[config.mk]
export PLATFORM = sky130hd
export DESIGN_NAME = hex_digit_counter
export DESIGN_NICKNAME = d
export VERILOG_FILES = /design/src/rtl/hex_digit_counter.sv
export SDC_FILE = /design/constraint.sdc
export NUM_CORES = 1
export LEC_CHECK = 0
export CAP_MARGIN = 20
export CORE_ASPECT_RATIO = 0.8
export CORE_UTILIZATION = 30
export CTS_BUF_LIST = sky130_fd_sc_hd__clkbuf_2 sky130_fd_sc_hd__clkbuf_4 sky130_fd_sc_hd__clkbuf_8
export DETAILED_ROUTE_END_ITERATION = 7
export DONT_BUFFER_PORTS = 1
export GPL_ROUTABILITY_DRIVEN = 0
export PLACE_DENSITY_LB_ADDON = 0.05
export SLEW_MARGIN = 30
export SYNTH_ARGS = -nofsm -noshare
export SYNTH_HDL_FRONTEND = slang
export SYNTH_SLANG_ARGS = --single-unit
[constraint.sdc]
create_clock -name Clock -period 5.2 [get_ports Clock]
set_input_delay 1.04 -clock Clock [delete_from_list [all_inputs] [get_ports Clock]]
set_output_delay 1.04 -clock Clock [all_outputs]
set_load 0.005 [all_outputs]
[src/rtl/hex_digit_counter.sv]
// Rate-divided 4-bit hex digit counter with load, pause, direction
// and chainable Tick/Carry pulses for multi-digit 7-segment displays.
module hex_digit_counter #(
  parameter int CYCLES_1HZ = 50000000,
  parameter int RD_WIDTH   = 28
) (
  input  logic       Clock,
  input  logic       Reset,
  input  logic       Enable,
  input  logic       Load,
  input  logic [3:0] LoadValue,
  input  logic       Up,
  input  logic [1:0] RateSel,
  output logic [3:0] Digit,
  output logic       Tick,
  output logic       Carry
);

  localparam logic [RD_WIDTH-1:0] R0 = '0;
  localparam logic [RD_WIDTH-1:0] R1 =
    RD_WIDTH'(CYCLES_1HZ - 1);
  localparam logic [RD_WIDTH-1:0] R2 =
    RD_WIDTH'(2 * CYCLES_1HZ - 1);
  localparam logic [RD_WIDTH-1:0] R3 =
    RD_WIDTH'(4 * CYCLES_1HZ - 1);

  logic [RD_WIDTH-1:0] rd, rd_nxt, reload;
  logic [1:0]          rs_q, rs_nxt;
  logic [3:0]          digit_nxt;
  logic                tick_nxt, carry_nxt;
  logic                at_zero;

  always_comb begin
    reload = R0;
    unique case (RateSel)
      2'b00: reload = R0;
      2'b01: reload = R1;
      2'b10: reload = R2;
      2'b11: reload = R3;
    endcase
  end

  assign at_zero = (rd == '0);

  // Priority: reset, load, rate change, enabled step/countdown, hold.
  always_comb begin
    rd_nxt    = rd;
    rs_nxt    = rs_q;
    digit_nxt = Digit;
    tick_nxt  = 1'b0;
    carry_nxt = 1'b0;
    if (Reset) begin
      rd_nxt    = reload;
      rs_nxt    = RateSel;
      digit_nxt = 4'h0;
    end else if (Load) begin
      rd_nxt    = reload;
      rs_nxt    = RateSel;
      digit_nxt = LoadValue;
    end else if (RateSel != rs_q) begin
      rd_nxt = reload;
      rs_nxt = RateSel;
    end else if (Enable) begin
      if (!at_zero) begin
        rd_nxt = rd - 1'b1;
      end else begin
        rd_nxt   = reload;
        tick_nxt = 1'b1;
        if (Up) begin
          digit_nxt = Digit + 4'h1;
          carry_nxt = (Digit == 4'hF);
        end else begin
          digit_nxt = Digit - 4'h1;
          carry_nxt = (Digit == 4'h0);
        end
      end
    end
  end

  always_ff @(posedge Clock) begin
    rd    <= rd_nxt;
    rs_q  <= rs_nxt;
    Digit <= digit_nxt;
    Tick  <= tick_nxt;
    Carry <= carry_nxt;
  end

endmodule

==> metrics.md <==
| Metric | Value |
|---|---|
| Hold Path End | `Digit[3]` |
| Final Core Density | `0.3450` |
| Slew margin rel. | `0.4582` |
| Pwr/cell area | `approximately 280 nW/µm²` |
| Seq. cell area | `a little over 1000 µm²` |
| Mapped Cells | `200` |
| Share of layout cells above drive strength 1 | `0.07389` |
| Die Ht | `76.65 µm` |
| Crit Path Class | `flip-flop to flip-flop` |
| FMAX | `302.6 MHz` |
| Final WL | `4.749 mm` |
| DRT iter0 DRCs | `87` |
| Multi-input gate area | `1015 µm²` |
| Worst Path Required | `5.21 ns` |
| Beginning of the worst register-to-register path | `rd[8]` |
| Min-delay src | `Digit[3]` |
| Final setup fails | `0` |
| Area after DPL | `2178 µm²` |
| DRC viols | `0` |
| Filler Cell Count | `~660` |
| Worst path bufs/invs | `0` |
| CP delay by family, top | `simple AND/OR/NAND/NOR gates` |
| Worst path cell trace | `nor4_2 -> nand3_1 -> o31a_2 -> nor2b_1 -> a21oi_1` |
| Setup TNS | `0 ns` |
| Critical path endpoint category | `flip-flop` |
| Via count | `~1.5k` |
| Async SR Flop Fraction | `0` |
| Crit path DAT | `around 3.3 ns` |
| P&R area growth vs syn | `8.503%` |
| Post-CTS setup buffer count | `0` |
| All-Layer GR Usage | `0.1454` |
| Synthesized area | `2090 µm²` |
| Final slew viol count | `0` |
| Clock-pin slew on the worst setup and hold paths | `0.08 ns` |
| Num rows | `26` |
| CTS tree | `built` |
| Fin area | `~2300 µm²` |
| CP Max Fanout | `32` |
| Remaining global-route overflow | `0` |
| Vias in the first global route | `~1.5k` |
| Reg2reg end | `rd[15]` |
| Root Driver | `clkbuf_8` |
| Final Hold Vio Count | `0` |
| Number of detailed-route iterations in the first pass | `4` |
| Synth Register Bits | `36` |
| Antenna violations before repair | `0` |
| Worst hold path class | `flip-flop to flip-flop` |
| VDD IR-drop max | `0.09943 mV` |
| Skew final | `0.007019 ns` |
| Avg Inst Size Synth | `between 10 and 15 µm²` |
| Die area | `7305 µm²` |
| Worst path slowest cell | `o31a_2` |
| Drt wl/cell | `16.55 µm` |
| Worst Setup Start Kind | `flip-flop` |
| Antenna viol nets, final | `0` |
| EDFF count, synth | `30` |
| Sequential element share of the synthesized area | `0.4886` |
| Nets | `222` |
| Min Tclk post-route | `3.305 ns` |
| Main synth FF type | `edfxtp_1` |
| Initial Util | `0.3180` |
| First-pass GRT wire length | `7.879 mm` |
| Inserted Diodes | `0` |
| IO Port Bufs | `0` |
| Final Cycle Share | `0.6355` |
| Syn Nets | `220` |
| Power Total | `642.4 µW` |
| Max-cap violations | `0` |
| LEAKAGE | `0.0007551 µW` |
| Ports | `17` |
| Core area | `6571 µm²` |
| Largest net degree at the start of global routing | `33` |
| Vias/cell | `between 5 and 6` |
| Clk buf depth | `2` |
| Dpl hpwl | `3.474 mm` |
| Slew @ Worst Pin | `between 0.8 and 0.9 ns` |
| Netlist cell types | `38` |
| Ys Warns | `0` |
| Hold_ws | `0.5917 ns` |
| Critical Path Max Stage Delay | `approximately 0.7 ns` |
| R2R cell count | `5` |
| Max H-tree Level | `2` |
| Worst skew pair latency | `0.29 ns` |
| Clk sinks | `36` |
| RSZ-0062 raised after global routing | `false` |
| CTS resizes | `0` |
| Total CTS buffers | `5` |
| Worst reg2reg setup slack | `1.90 ns` |
| DIE WIDTH | `95.31 µm` |
| Worst Hold Depth | `2` |
| CTS Hold Bufs | `0` |
| Status | `finished clean` |
==> layout make-up <==
type / instances / share of cell area
clock inverters: 1 / 0.002208
multi-input cells: 150 / 0.4476
clock buffers: 7 / 0.03698
repair buffers: 1 / 0.003311
well taps: 84 / 0.04636
flip-flops and latches: 36 / 0.4503
inverters: 8 / 0.01325
==> stage by stage <==
step                      instances  setup slack [ns]
after detailed placement        279             1.838
after global placement          279             1.976
after global routing            287             1.478
after CTS                       287             1.832
after floorplan                 200             2.379
final                           287             1.895
==> worst max-delay path by stage <==
| stage | startpoint | endpoint | slack [ns] | depth (start not counted) |
|---|---|---|---|---|
| 6_report | rd[8] | rd[15] | 1.90 | 5 |
| 5_1_grt | rd[8] | rd[15] | 1.48 | 5 |
| 4_1_cts | rd[8] | rd[0] | 1.83 | 5 |
| 3_5_place_dp | rd[8] | rd[4] | 1.84 | 5 |
| 3_3_place_gp | rd[8] | rd[14] | 1.98 | 5 |
| 2_1_floorplan | RateSel[1] | Digit[3] | 2.38 | 6 |
==> layer usage <==
metal / part of all wire / global-route usage
met4: 0.013 / 0.05152
met5: 0 / 0
met3: 0.057 / 0.03293
met1: 0.50 / 0.2223
met2: 0.43 / 0.1957
==> state kept, by name (all words and copies together), names as in the netlist <==
signal	cells
Digit	4
rs_q	2
Carry	1
Tick	1
rd	28
==> layout by cell type (no fill, tap or decap), types with 3 or more instances in the layout <==
cell and n:
or4_1 4, a21oi_1 25, nor4_1 9, nor3_1 16
nand4_1 3, ha_1 8, xnor2_1 19, dfxtp_1 6
nand2b_1 3, nor2_1 17, xor2_1 10, inv_1 8
clkbuf_8 5, edfxtp_1 30, nand2_1 8
==> synth_stat cells (2+ instances only) <==
library cell | n | area [µm²]
a21oi_1 | 25 | 125.1
inv_1 | 8 | 30.03
a211oi_1 | 2 | 15.01
xor2_1 | 10 | 87.58
nor4b_1 | 2 | 17.52
xnor2_1 | 19 | 166.4
or3_1 | 2 | 12.51
nand2_1 | 8 | 30.03
clkbuf_1 | 5 | 18.77
nand4_1 | 3 | 18.77
nand2b_1 | 3 | 18.77
or4_1 | 4 | 30.03
edfxtp_1 | 30 | 900.9
nor4_2 | 2 | 25.02
dfxtp_1 | 6 | 120.1
nor4_1 | 9 | 56.30
nor2_1 | 17 | 63.81
nand3_1 | 2 | 10.01
ha_1 | 8 | 100.1
nor3_1 | 16 | 80.08
a31oi_1 | 2 | 12.51
==> worst register-to-register path: cells and delay by family (launching register included) <==
kind | cells | cell delay (ns)
AND/OR/NAND/NOR | 3 | 1.74
AO/OA/AOI/OAI | 2 | 0.82
flip-flops | 1 | 0.47
==> power breakdown <==
part | internal (µW) | switching (µW)
clock | 105 | 101
sequential | 340 | 29.1
combinational | 30.3 | 36.9
total | 475 | 167
==> cell families after synthesis <==
group / share of synthesized area
compound gates: 0.09940
simple gates: 0.2024
buf+inv: 0.02575
flops: 0.4886
mux: 0.004791
xor+xnor: 0.1216
fa+ha+maj: 0.05749
(Power assumes the default switching activity.)
